===== src/rtl/s9234_n676_ctrl_if.sv =====
// Request/result handshake bundle for the s9234_n676 compare/parity controller.
// The master side is the requester/consumer; the slave side is the controller.
`timescale 1ns/1ps
interface s9234_n676_ctrl_if #(
    parameter int TAGW = 8,
    parameter int PARW = 7
);
    logic            in_valid;
    logic            in_ready;
    logic [TAGW-1:0] tag_a;
    logic [TAGW-1:0] tag_b;
    logic [PARW-1:0] par_vec;
    logic [3:0]      gate_n;
    logic            sel_hold;
    logic            out_valid;
    logic            out_ready;
    logic            q;
    logic            match;
    logic            parity;
    logic [7:0]      err_cnt;

    modport master (
        output in_valid, tag_a, tag_b, par_vec, gate_n, sel_hold, out_ready,
        input  in_ready, out_valid, q, match, parity, err_cnt
    );

    modport slave (
        input  in_valid, tag_a, tag_b, par_vec, gate_n, sel_hold, out_ready,
        output in_ready, out_valid, q, match, parity, err_cnt
    );
endinterface


===== src/rtl/s9234_n676_ctrl.sv =====
// Five-state request controller: captures a request, compares tags, reduces parity,
// conditionally updates q and a saturating error count, then holds the result until taken.
`timescale 1ns/1ps
module s9234_n676_ctrl #(
    parameter int TAGW = 8,
    parameter int PARW = 7
) (
    input  logic             CK,
    input  logic             RSTN,
    s9234_n676_ctrl_if.slave bus
);
    typedef enum logic [2:0] {IDLE, CMP, PAR, UPD, OUT} state_t;

    state_t          state, state_nx;
    logic            ready_r, valid_r;
    logic            q_r, match_r, parity_r;
    logic [7:0]      err_r;
    logic [TAGW-1:0] tag_a_r, tag_b_r;
    logic [PARW-1:0] par_r;
    logic [3:0]      gate_r;
    logic            hold_r;
    logic            accept;
    logic            gate_open;
    logic            load;

    always_comb begin
        state_nx = state;
        accept   = 1'b0;
        case (state)
            IDLE: begin
                if (bus.in_valid && ready_r) begin
                    accept   = 1'b1;
                    state_nx = CMP;
                end
            end
            CMP:     state_nx = PAR;
            PAR:     state_nx = UPD;
            UPD:     state_nx = OUT;
            OUT:     if (bus.out_ready) state_nx = IDLE;
            default: state_nx = IDLE;
        endcase
    end

    assign gate_open = (gate_r == '0);
    assign load      = gate_open & ~hold_r;

    // Handshake flags are registered from the next state so that in_ready stays low
    // in the IDLE state forced by reset until the first clock edge after release.
    always_ff @(posedge CK or negedge RSTN) begin
        if (!RSTN) begin
            state   <= IDLE;
            ready_r <= 1'b0;
            valid_r <= 1'b0;
        end else begin
            state   <= state_nx;
            ready_r <= (state_nx == IDLE);
            valid_r <= (state_nx == OUT);
        end
    end

    always_ff @(posedge CK or negedge RSTN) begin
        if (!RSTN) begin
            tag_a_r  <= '0;
            tag_b_r  <= '0;
            par_r    <= '0;
            gate_r   <= '0;
            hold_r   <= 1'b0;
            q_r      <= 1'b0;
            match_r  <= 1'b0;
            parity_r <= 1'b0;
            err_r    <= '0;
        end else begin
            if (accept) begin
                tag_a_r <= bus.tag_a;
                tag_b_r <= bus.tag_b;
                par_r   <= bus.par_vec;
                gate_r  <= bus.gate_n;
                hold_r  <= bus.sel_hold;
            end
            case (state)
                CMP: match_r  <= (tag_a_r == tag_b_r);
                PAR: parity_r <= ^par_r;
                UPD: begin
                    if (load) q_r <= match_r & ~parity_r;
                    // sel_hold only blocks q; a mismatch under open gates still counts
                    if (gate_open && !match_r && (err_r != '1)) err_r <= err_r + 8'd1;
                end
                default: ;
            endcase
        end
    end

    assign bus.in_ready  = ready_r;
    assign bus.out_valid = valid_r;
    assign bus.q         = q_r;
    assign bus.match     = match_r;
    assign bus.parity    = parity_r;
    assign bus.err_cnt   = err_r;
endmodule


===== src/flat_wrapper.sv =====
// flat-port wrapper written by rule: the top's interface ports become plain ports
module s9234_n676_ctrl_flat 
#(
    parameter int TAGW = 8,
    parameter int PARW = 7
)
  (CK, RSTN, bus_in_valid, bus_tag_a, bus_tag_b, bus_par_vec, bus_gate_n, bus_sel_hold, bus_out_ready, bus_in_ready, bus_out_valid, bus_q, bus_match, bus_parity, bus_err_cnt);
  s9234_n676_ctrl_if #(.TAGW(TAGW), .PARW(PARW)) bus_i ();
  input  logic CK;
  input  logic RSTN;
  input wire logic [$bits(bus_i.in_valid)-1:0] bus_in_valid;
  input wire logic [$bits(bus_i.tag_a)-1:0] bus_tag_a;
  input wire logic [$bits(bus_i.tag_b)-1:0] bus_tag_b;
  input wire logic [$bits(bus_i.par_vec)-1:0] bus_par_vec;
  input wire logic [$bits(bus_i.gate_n)-1:0] bus_gate_n;
  input wire logic [$bits(bus_i.sel_hold)-1:0] bus_sel_hold;
  input wire logic [$bits(bus_i.out_ready)-1:0] bus_out_ready;
  output wire logic [$bits(bus_i.in_ready)-1:0] bus_in_ready;
  output wire logic [$bits(bus_i.out_valid)-1:0] bus_out_valid;
  output wire logic [$bits(bus_i.q)-1:0] bus_q;
  output wire logic [$bits(bus_i.match)-1:0] bus_match;
  output wire logic [$bits(bus_i.parity)-1:0] bus_parity;
  output wire logic [$bits(bus_i.err_cnt)-1:0] bus_err_cnt;
  assign bus_i.in_valid = bus_in_valid;
  assign bus_i.tag_a = bus_tag_a;
  assign bus_i.tag_b = bus_tag_b;
  assign bus_i.par_vec = bus_par_vec;
  assign bus_i.gate_n = bus_gate_n;
  assign bus_i.sel_hold = bus_sel_hold;
  assign bus_i.out_ready = bus_out_ready;
  assign bus_in_ready = bus_i.in_ready;
  assign bus_out_valid = bus_i.out_valid;
  assign bus_q = bus_i.q;
  assign bus_match = bus_i.match;
  assign bus_parity = bus_i.parity;
  assign bus_err_cnt = bus_i.err_cnt;
  s9234_n676_ctrl #(.TAGW(TAGW), .PARW(PARW)) u_core (.CK(CK), .RSTN(RSTN), .bus(bus_i));
endmodule

===== config.mk =====
export PLATFORM = sky130hd
export DESIGN_NAME = s9234_n676_ctrl_flat
export DESIGN_NICKNAME = d
export VERILOG_FILES = /design/src/rtl/s9234_n676_ctrl_if.sv /design/src/rtl/s9234_n676_ctrl.sv /design/src/flat_wrapper.sv
export SDC_FILE = /design/constraint.sdc
export NUM_CORES = 1
export LEC_CHECK = 0
export ABC_CLOCK_PERIOD_IN_PS = 6300
export CAP_MARGIN = 20
export CORE_MARGIN = 5
export CORE_UTILIZATION = 35
export CTS_CLUSTER_DIAMETER = 30
export DETAILED_ROUTE_END_ITERATION = 8
export PLACE_DENSITY_LB_ADDON = 0.08
export SYNTH_ARGS = -nofsm -noshare
export SYNTH_HDL_FRONTEND = slang
export SYNTH_SLANG_ARGS = --single-unit
export TNS_END_PERCENT = 50

===== constraint.sdc =====
create_clock -name CK -period 6.3 [get_ports CK]
set_clock_uncertainty 0.2 [all_clocks]
set_input_delay 0.63 -clock CK [delete_from_list [all_inputs] [get_ports CK]]
set_output_delay 0.63 -clock CK [all_outputs]
set_load 0.01 [all_outputs]

Word level (Yosys, flattened, before mapping). Cells that the tools add are included.

Bits in registers: 44. Input port bits: 32. Logic and storage cells: 39.

Add/subtract/negate cells: 1. Eq/ne operators: 7. Muxes and demuxes: 5. Bitwise logic cells: 4. Reductions and logical operators: 10.

Operator list (count): 3-bit case mux with 5 select lines (1); 8-bit by 1-bit adder with 8-bit output (second input constant) (1); 8-bit equality test (1); 8-bit != test (second input constant) (1); 7-bit parity (1); 3-bit by 2-bit equality test with 1-bit output (second input constant) (2); 3-bit equality test (second input constant) (2); 3-bit logical NOT (2); 3-bit 2-to-1 mux (2); 4-bit logical NOT (1); 2-bit AND reduction (2); 3-bit by 1-bit equality test with 1-bit output (second input constant) (1); 1-bit logical AND (3); 1-bit AND (2); 1-bit 2-to-1 mux (2); 1-bit NOT (2); 1-bit logical NOT (1).

Depth between registers and ports, before layout. Gate-level depths: netlist (run 1).

Depth after elaboration: 4. Depth in mapped cells: 5. Gate-level depth less buffers: 5.

Worst setup path before layout (run 1). OpenSTA, ideal clock, no wires.

Path type: register -> register. From: register u_core.gate_r[1]. To: register u_core.err_r[7] (netlist: u_core.bus.err_cnt[7]). Setup time: 0.125 ns. Data arrival time: 1.884 ns. Setup slack: 4.091 ns. Cell stages (with the launch flop): 5. Cell sequence: dfrtp_1 nor4_2 or3b_4 or4_4 mux2_4.

Word-level cells in the longest chain between the ends: 4.

RTL lines: start: declaration (line s9234_n676_ctrl.sv:20) `logic [3:0] gate_r;`; start signal: assignment (line s9234_n676_ctrl.sv:77) `gate_r <= bus.gate_n;`; 4-bit logical NOT (line s9234_n676_ctrl.sv:44) `assign gate_open = (gate_r == '0);`; 1-bit logical AND (2 in a row) (line s9234_n676_ctrl.sv:86) `if (gate_open && !match_r && (err_r != '1)) err_r <= err_r + 8'd1;`; 2-bit AND reduction (no line); end signal: assignment (line s9234_n676_ctrl.sv:86); end: declaration (line s9234_n676_ctrl.sv:17) `logic [7:0] err_r;`.

No other way between the ends. A chain may end at the register's enable or synchronous reset.

Final worst setup path (run 1). Ends and elaborated chain as after synthesis.

==> results.json, run 1 <==
{
  "avgRoutedWirePerCell_um": 14.0,
  "leakage_nw": 1.07,
  "ctsHtreeMaxLevel": 2,
  "ios": 45,
  "grt_pass1_vias": 1365,
  "postCtsSetupBuffers": 0,
  "numCtsBuffers": 5,
  "via_count": 1266,
  "timing_worst_setup_path_type": "flop to flop",
  "layout_common_cells": "dfrtp_1 (44), clkdlybuf4s50_1 (43), mux2_2 (30), xnor2_1 (16), nand2_1 (9)",
  "synthToLayoutAreaGrowth_pct": 33.4,
  "synth_cell_types": 29,
  "grt_pass1_wl_um": 6180,
  "setup-violations-final": 0,
  "num_rows": 27,
  "ys.flop_type": "dfrtp_1",
  "tightest_slew_ps": 483,
  "grt.total_usage": 0.111,
  "initial_core_util": 0.353,
  "fin_nets": 226,
  "first_iter_violations": 33,
  "status": "complete, no violations",
  "syn_nets": 176,
  "synth-seq-cells": 44,
  "fin_crit_ps": 2330,
  "powerDensity_nw_per_um2": 414,
  "portBuffers": 44,
  "cp_max_fo": 5,
  "reg2reg_from": "u_core.gate_r[1]$_DFFE_PN0P_",
  "overflow": 0,
  "final_common_cell": "dfrtp_1",
  "cp-start-kind": "flop",
  "hold_class": "flop to flop",
  "ff2ff_setup_slack_ps": 3970,
  "cp-startpoint": "u_core.gate_r[1]$_DFFE_PN0P_",
  "synth-seq-area-share": 0.576,
  "syn-cell-area_sq_um": 1910,
  "hold_violations": 0,
  "synth-edff-count": 0,
  "wirelength_um": 3730,
  "holdPathStages": 1,
  "cts_buffer_depth": 2,
  "gp_congestion": 0.756,
  "ys.warnings.count": 0,
  "die_h_um": 83.9,
  "ant_nets": 0,
  "clock_latency_ps": 290,
  "first_pass_iters": 4,
  "n_antenna_cell": 0,
  "critPathArrivalTime_ps": 2310,
  "synthCells": 143,
  "ir_worst_vdd_uv": 169,
  "grt_max_degree": 45,
  "syn_avg_cell_area_sq_um": 13.4,
  "core_region_area_sq_um": 5410,
  "worstReg2RegEnd": "u_core.bus.err_cnt[7]$_DFFE_PN0P_",
  "synth_async_sr_flop_share": 1.00,
  "root_buffer": "clkbuf_8",
  "reg2reg_depth": 4,
  "max_freq_ghz": 0.429,
  "vias_per_cell": 4.76,
  "crit_end": "u_core.bus.err_cnt[7]$_DFFE_PN0P_",
  "final.setup.tns_ps": 0,
  "dieWidth_um": 83.9,
  "dp_hpwl_um": 2760,
  "timing.max_cap.violations": 0,
  "clk_pin_slew_ps": 80,
  "die_area_sq_um": 7040,
  "crit_path_end_kind": "flop",
  "hold_ws_ps": 312,
  "antenna_found_initial": 0,
  "final_max_slew_viol_count": 0,
  "fin_crit_sh": 0.370,
  "drive_above_1_share": 0.237,
  "cts_tree": "done",
  "cts.sinks": 44,
  "drc": 0,
  "slew-limit-headroom": 0.675,
  "crit_required_ps": 6280,
  "rsz0062_at_grt": "false",
  "fillers": 497
}
-- cells by family after synthesis --
family / Yosys count / share of synthesized area
buffers and inverters: 6 / 0.0131
AO/OA/AOI/OAI: 9 / 0.0301
XOR/XNOR: 20 / 0.0917
AND/OR/NAND/NOR: 32 / 0.0976
adder cells (fa/ha/maj): 1 / 0.00655
multiplexers: 31 / 0.185
flip-flops: 44 / 0.576
-- metal layers --
layer / up-vias / global-route usage / part of all wire
met5: - / 0 / 0
li1: 600 / - / -
met3: 10 / 0.0395 / 0.061
met2: 37 / 0.190 / 0.52
met4: 0 / 0.0541 / 0.030
met1: 619 / 0.123 / 0.39
-- Yosys cell counts, types with 3 or more instances --
cell type   n  area share
dfrtp_1    44        0.58
mux2_2     30        0.18
xnor2_1    16       0.073
nand2_1     9       0.018
nor3_1      5       0.013
xor2_1      4       0.018
a21oi_1     3      0.0079
nand3_1     3      0.0079
nor2_1      3      0.0059
-- layout make-up --
| cell class | instances | area, sq um | area share |
|---|---|---|---|
| Clock buffer | 6 | 82.6 | 0.0324 |
| Clock inverter | 2 | 10.0 | 0.00393 |
| Inverter | 2 | 7.51 | 0.00295 |
| Multi-Input combinational cell | 93 | 785 | 0.308 |
| Sequential cell | 44 | 1100 | 0.432 |
| Tap cell | 72 | 90.1 | 0.0353 |
| Timing Repair Buffer | 47 | 473 | 0.186 |
-- worst min-delay path by stage --
stage	startpoint	end
after floorplan	RSTN	u_core.bus.err_cnt[0]$_DFFE_PN0P_
after global placement	u_core.bus.err_cnt[5]$_DFFE_PN0P_	u_core.bus.err_cnt[5]$_DFFE_PN0P_
after detailed placement	u_core.bus.err_cnt[5]$_DFFE_PN0P_	u_core.bus.err_cnt[5]$_DFFE_PN0P_
after CTS	u_core.bus.err_cnt[5]$_DFFE_PN0P_	u_core.bus.err_cnt[5]$_DFFE_PN0P_
after global routing	u_core.bus.err_cnt[5]$_DFFE_PN0P_	u_core.bus.err_cnt[5]$_DFFE_PN0P_
final	u_core.bus.err_cnt[5]$_DFFE_PN0P_	u_core.bus.err_cnt[5]$_DFFE_PN0P_
-- through the flow --
step / instance area, sq um / setup WS [ps] / utilization / std cells / total power [mW]
after global routing: 2550 / 3860 / 0.472 / 266 / 1.13
after floorplan: 1910 / 4090 / - / 143 / 0.767
after CTS: 2520 / 3940 / 0.466 / 264 / 1.07
after global placement: 2430 / 4000 / 0.449 / 256 / 0.870
after detailed placement: 2430 / 3960 / 0.449 / 256 / 0.890
final: 2550 / 3970 / 0.472 / 266 / 1.06
-- worst max-delay path: stages (launching register included) --
cell,delay [ps]
dfrtp_1,400
nor4_2,340
or3b_4,450
or4_4,520
mux2_4,310
-- where the power goes --
| part | switching [mW] | total [mW] | leakage, nW | internal, mW |
|---|---|---|---|---|
| registers | 0.0952 | 0.497 | 0.548 | 0.402 |
| logic | 0.136 | 0.378 | 0.473 | 0.241 |
| clock network | 0.0929 | 0.180 | 0.0510 | 0.0875 |
-- flip-flops by register name, summed over array words and instances, names as in the netlist --
name                  cells
u_core.par_r              7
u_core.bus.err_cnt        8
u_core.hold_r             1
u_core.bus.q              1
u_core.tag_b_r            8
u_core.bus.match          1
u_core.bus.out_valid      1
u_core.state              3
u_core.bus.in_ready       1
u_core.gate_r             4
u_core.bus.parity         1
u_core.tag_a_r            8
-- timing repair --
item / 4_1_cts / 5_1_grt
hold endpoints to repair: 0 / 4
hold buffers: 0 / 1
gates resized for setup: 0 / 0
No activity file was read; power rests on OpenSTA's default activity.
==> run 2: changes to the inputs <==
--- a/config.mk
+++ b/config.mk
@@ -5,7 +5,7 @@
 export SDC_FILE = /design/constraint.sdc
 export NUM_CORES = 1
 export LEC_CHECK = 0
-export ABC_CLOCK_PERIOD_IN_PS = 6300
+export ABC_CLOCK_PERIOD_IN_PS = 2200
 export CAP_MARGIN = 20
 export CORE_MARGIN = 5
 export CORE_UTILIZATION = 35
==> constraint.sdc (replaced) <==
create_clock -name CK -period 2.2 [get_ports CK]
set_clock_uncertainty 0.2 [all_clocks]
set_input_delay 0.22 -clock CK [delete_from_list [all_inputs] [get_ports CK]]
set_output_delay 0.22 -clock CK [all_outputs]
set_load 0.01 [all_outputs]
==> results.json, run 2 (synthesis results as in run 1) <==
{
  "final_max_slew_viol_count": 0,
  "synthToLayoutAreaGrowth_pct": 36.9,
  "ios": 45,
  "cp_num_buf_inv": 0,
  "cts.sinks": 44,
  "status": "complete, but fails checks",
  "die_area_sq_um": 7040,
  "dp_hpwl_um": 2920,
  "drc": 0,
  "timing.max_cap.violations": 0,
  "cp-start-kind": "flop",
  "num_rows": 27,
  "hold_class": "input port to async pin",
  "crit_required_ps": 2180,
  "final.setup.tns_ps": -78.6,
  "first_iter_violations": 43,
  "grt_max_degree": 26,
  "powerDensity_nw_per_um2": 1200,
  "critPathArrivalTime_ps": 2260,
  "via_count": 1267,
  "portBuffers": 44,
  "grt_pass1_wl_um": 6390,
  "clk_pin_slew_ps": 80,
  "totalPowerFinal_mw": 3.13,
  "cp.depth": 4,
  "vias_per_cell": 4.62,
  "pre_cts_ws_ps": -110,
  "tightest_slew_ps": 543,
  "reg2reg_depth": 4,
  "root_buffer": "clkbuf_8",
  "grt_pass1_vias": 1383,
  "leakage_nw": 1.11,
  "layout_common_cells": "dfrtp_1 (44), clkdlybuf4s50_1 (43), mux2_2 (30), xnor2_1 (16), buf_4 (11)",
  "ir_worst_vdd_uv": 481,
  "cpMaxStageDelayCell": "or4_4",
  "dieWidth_um": 83.9,
  "slowest_delay_ps": 520,
  "wirelength_um": 3750,
  "crit_path_end_kind": "flop",
  "antenna_found_initial": 0,
  "gp_congestion": 0.738,
  "setup-violations-final": 1,
  "rsz0062_at_grt": "true",
  "ant_nets": 0,
  "ctsHtreeMaxLevel": 2,
  "numCtsBuffers": 5,
  "fin_nets": 235,
  "clock_latency_ps": 290,
  "slew-limit-headroom": 0.638,
  "fin_crit_sh": 1.04,
  "avgRoutedWirePerCell_um": 13.7,
  "numPlacedInstances": 265,
  "initial_core_util": 0.353,
  "fin_crit_ps": 2280,
  "timing_worst_setup_path_type": "flop to flop",
  "fin_util": 0.484,
  "path_cells": "nor4_4, or3b_4, or4_4, mux2_4",
  "grt.total_usage": 0.113,
  "core_region_area_sq_um": 5410,
  "violations": "setup timing",
  "cp_max_fo": 2,
  "fillers": 499,
  "die_h_um": 83.9,
  "cts_tree": "done",
  "first_pass_iters": 4,
  "cts_buffer_depth": 2,
  "finalNonFillerCells": 274,
  "hold_violations": 0,
  "overflow": 0,
  "critical_path.top_delay_family": "simple AND/OR/NAND/NOR gates",
  "n_antenna_cell": 0,
  "final_common_cell": "dfrtp_1",
  "setup_ws_ps": -78.6,
  "max_freq_ghz": 0.439,
  "drive_above_1_share": 0.267
}
[run 2: metal layers]
layer | GRT usage | vias to the layer above | wire [um]
met3 | 0.0395 | 5 | 247
met2 | 0.204 | 37 | 2000
met5 | 0 | - | 0
met1 | 0.124 | 614 | 1460
li1 | - | 611 | -
met4 | 0.0351 | 0 | 39
[run 2: path summary, 6_finish.rpt]
kind | slack, ps | from | endpoint
setup / recovery | -80 | u_core.gate_r[2]$_DFFE_PN0P_ | u_core.bus.err_cnt[7]$_DFFE_PN0P_
hold / removal | 240 | RSTN | u_core.bus.err_cnt[4]$_DFFE_PN0P_
setup reg to reg | -80 | u_core.gate_r[2]$_DFFE_PN0P_ | u_core.bus.err_cnt[7]$_DFFE_PN0P_
hold reg to reg | 300 | u_core.bus.err_cnt[5]$_DFFE_PN0P_ | u_core.bus.err_cnt[5]$_DFFE_PN0P_
max in group asynchronous | 880 | RSTN | u_core.tag_a_r[2]$_DFFE_PN0P_
min in group CK | 300 | u_core.bus.err_cnt[5]$_DFFE_PN0P_ | u_core.bus.err_cnt[5]$_DFFE_PN0P_
[run 2: where the power goes]
part | switching [mW] | total, mW | internal, mW
sequential | 0.243 | 1.40 | 1.15
combinational | 0.451 | 1.20 | 0.753
clock | 0.248 | 0.528 | 0.280
total | 0.943 | 3.13 | 2.18
[run 2: metrics by stage]
step,hold WS [ps],area (sq um)
after floorplan,-276,1910
after global placement,28.5,2490
after detailed placement,46.9,2490
after CTS,261,2610
after global routing,301,2620
final,238,2620
[run 2: timing repair]
item,CTS,global route
pin swaps,0,1
endpoints found under the setup margin,1,1
hold endpoints to repair,24,0
setup buffers,0,1
cloned,0,0
resized for setup,1,0
hold buffers,1,0
[run 2: worst register-to-register path: cells and delay by family (launching register included)]
kind          cells  cell delay, ps
mux               1             300
simple gates      3            1250
flops             1             420
[run 2: final cells by class]
type / count / area, sq um / share of cell area
sequential: 44 / 1100 / 0.421
clock buffer: 7 / 96.3 / 0.0368
inverter: 2 / 7.51 / 0.00287
timing repair buffer: 56 / 528 / 0.202
tap: 72 / 90.1 / 0.0344
multi-input combinational: 93 / 793 / 0.303
==> run 3: changes to the inputs <==
--- a/config.mk
+++ b/config.mk
@@ -9,9 +9,9 @@
 export CAP_MARGIN = 20
 export CORE_MARGIN = 5
 export CORE_UTILIZATION = 35
+export CTS_BUF_LIST = sky130_fd_sc_hd__clkbuf_2
 export CTS_CLUSTER_DIAMETER = 30
 export DETAILED_ROUTE_END_ITERATION = 8
-export PLACE_DENSITY_LB_ADDON = 0.08
 export SYNTH_ARGS = -nofsm -noshare
 export SYNTH_HDL_FRONTEND = slang
 export SYNTH_SLANG_ARGS = --single-unit
==> results.json, run 3 (synthesis results as in run 1) <==
{
  "grt_pass1_wl_um": 6530,
  "initial_core_util": 0.353,
  "fin_crit_ps": 2220,
  "grt.total_usage": 0.115,
  "reg2reg_depth": 4,
  "final_max_slew_viol_count": 0,
  "first_iter_violations": 38,
  "numCtsBuffers": 5,
  "gp_congestion": 0.819,
  "tightest_slew_ps": 494,
  "wirelength_um": 3730,
  "ant_nets": 0,
  "final.setup.tns_ps": -17.5,
  "die_area_sq_um": 7040,
  "totalPowerFinal_mw": 2.90,
  "fin_nets": 236,
  "powerDensity_nw_per_um2": 1130,
  "root_buffer": "clkbuf_2",
  "max_freq_ghz": 0.451,
  "hold_violations": 0,
  "ff2ff_setup_slack_ps": -20,
  "crit_required_ps": 2320,
  "cts_tree": "done",
  "hold_class": "input port to async pin",
  "cp_max_fo": 2,
  "core_region_area_sq_um": 5410,
  "hold_ws_ps": 161,
  "via_count": 1282,
  "drc": 0,
  "cts.sinks": 44,
  "cp-start-kind": "flop",
  "ctsHtreeMaxLevel": 2,
  "final_common_cell": "dfrtp_1",
  "status": "complete, but fails checks",
  "dieWidth_um": 83.9,
  "numPlacedInstances": 265,
  "leakage_nw": 1.10,
  "cts_buffer_depth": 2,
  "overflow": 0,
  "first_pass_iters": 2,
  "setup-violations-final": 1,
  "violations": "setup timing",
  "slew-limit-headroom": 0.669,
  "synthToLayoutAreaGrowth_pct": 34.4,
  "ios": 45,
  "rsz0062_at_grt": "true",
  "worstReg2RegEnd": "u_core.bus.err_cnt[7]$_DFFE_PN0P_",
  "vias_per_cell": 4.64,
  "avgRoutedWirePerCell_um": 13.5,
  "finalNonFillerCells": 276,
  "n_antenna_cell": 0,
  "grt_pass1_vias": 1420,
  "grt_max_degree": 34,
  "die_h_um": 83.9,
  "reg2reg_from": "u_core.gate_r[2]$_DFFE_PN0P_",
  "antenna_found_initial": 0,
  "timing.max_cap.violations": 0,
  "crit_path_end_kind": "flop",
  "portBuffers": 44,
  "critPathArrivalTime_ps": 2340,
  "clk_pin_slew_ps": 220,
  "ir_worst_vdd_uv": 486,
  "timing_worst_setup_path_type": "flop to flop",
  "fillers": 509,
  "num_rows": 27,
  "dp_hpwl_um": 2960,
  "fin_crit_sh": 1.01,
  "layout_common_cells": "dfrtp_1 (44), clkdlybuf4s50_1 (43), mux2_2 (30), xnor2_1 (16), buf_4 (11)",
  "drive_above_1_share": 0.265,
  "setup_ws_ps": -17.5,
  "clock_latency_ps": 390
}
## run 3: stage by stage
step	util	worst slack [ps]	cell area, sq um
final	0.475	-17.5	2570
after floorplan	-	-8.58	1910
after detailed placement	0.461	-75.4	2490
after global routing	0.475	-89.3	2570
after global placement	0.461	-38.8	2490
after CTS	0.474	-53.3	2560
## run 3: worst max path at each step
| stage | from | to | cells after the start |
|---|---|---|---|
| 2_1_floorplan | u_core.gate_r[1]$_DFFE_PN0P_ | u_core.bus.err_cnt[7]$_DFFE_PN0P_ | 4 |
| 5_1_grt | u_core.gate_r[2]$_DFFE_PN0P_ | u_core.bus.err_cnt[7]$_DFFE_PN0P_ | 4 |
| 3_5_place_dp | u_core.gate_r[1]$_DFFE_PN0P_ | u_core.bus.err_cnt[7]$_DFFE_PN0P_ | 4 |
| 3_3_place_gp | u_core.gate_r[1]$_DFFE_PN0P_ | u_core.bus.err_cnt[7]$_DFFE_PN0P_ | 4 |
| 6_report | u_core.gate_r[2]$_DFFE_PN0P_ | u_core.bus.err_cnt[7]$_DFFE_PN0P_ | 4 |
| 4_1_cts | u_core.gate_r[1]$_DFFE_PN0P_ | u_core.bus.err_cnt[7]$_DFFE_PN0P_ | 4 |
## run 3: metal layers
metal	share of wire	vias to the layer above	wire, um	GRT usage
li1	-	618	-	-
met4	0.012	0	46	0.0263
met1	0.40	624	1490	0.133
met2	0.54	33	2010	0.205
met5	0	-	0	0
met3	0.050	7	185	0.0385
## run 3: repair_timing
action	4_1_cts	5_1_grt
setup buffers	0	1
pin swaps	0	1
endpoints found under the setup margin	1	1
endpoints found under the hold margin	44	0
gates cloned	0	0
gates resized for setup	1	0
hold buffers	2	0
## run 3: area by class of cell
type / instances / area [sq um] / area share
flip-flops and latches: 44 / 1100 / 0.429
multi-input cells: 93 / 793 / 0.309
repair buffers: 57 / 538 / 0.209
well taps: 72 / 90.1 / 0.0351
clock buffers: 7 / 35.0 / 0.0136
inverters: 2 / 7.51 / 0.00292
clock inverters: 1 / 3.75 / 0.00146
## run 3: where the power goes
part	switching, mW	internal (mW)	total, mW
clock	0.237	0.0852	0.323
sequential	0.243	1.15	1.39
combinational	0.434	0.754	1.19
total	0.914	1.99	2.90
## run 3: critical path: stages, from the launching register on
cell     delay (ps)
dfrtp_1         440
nor4_4          300
or3b_4          410
or4_4           520
mux2_4          300
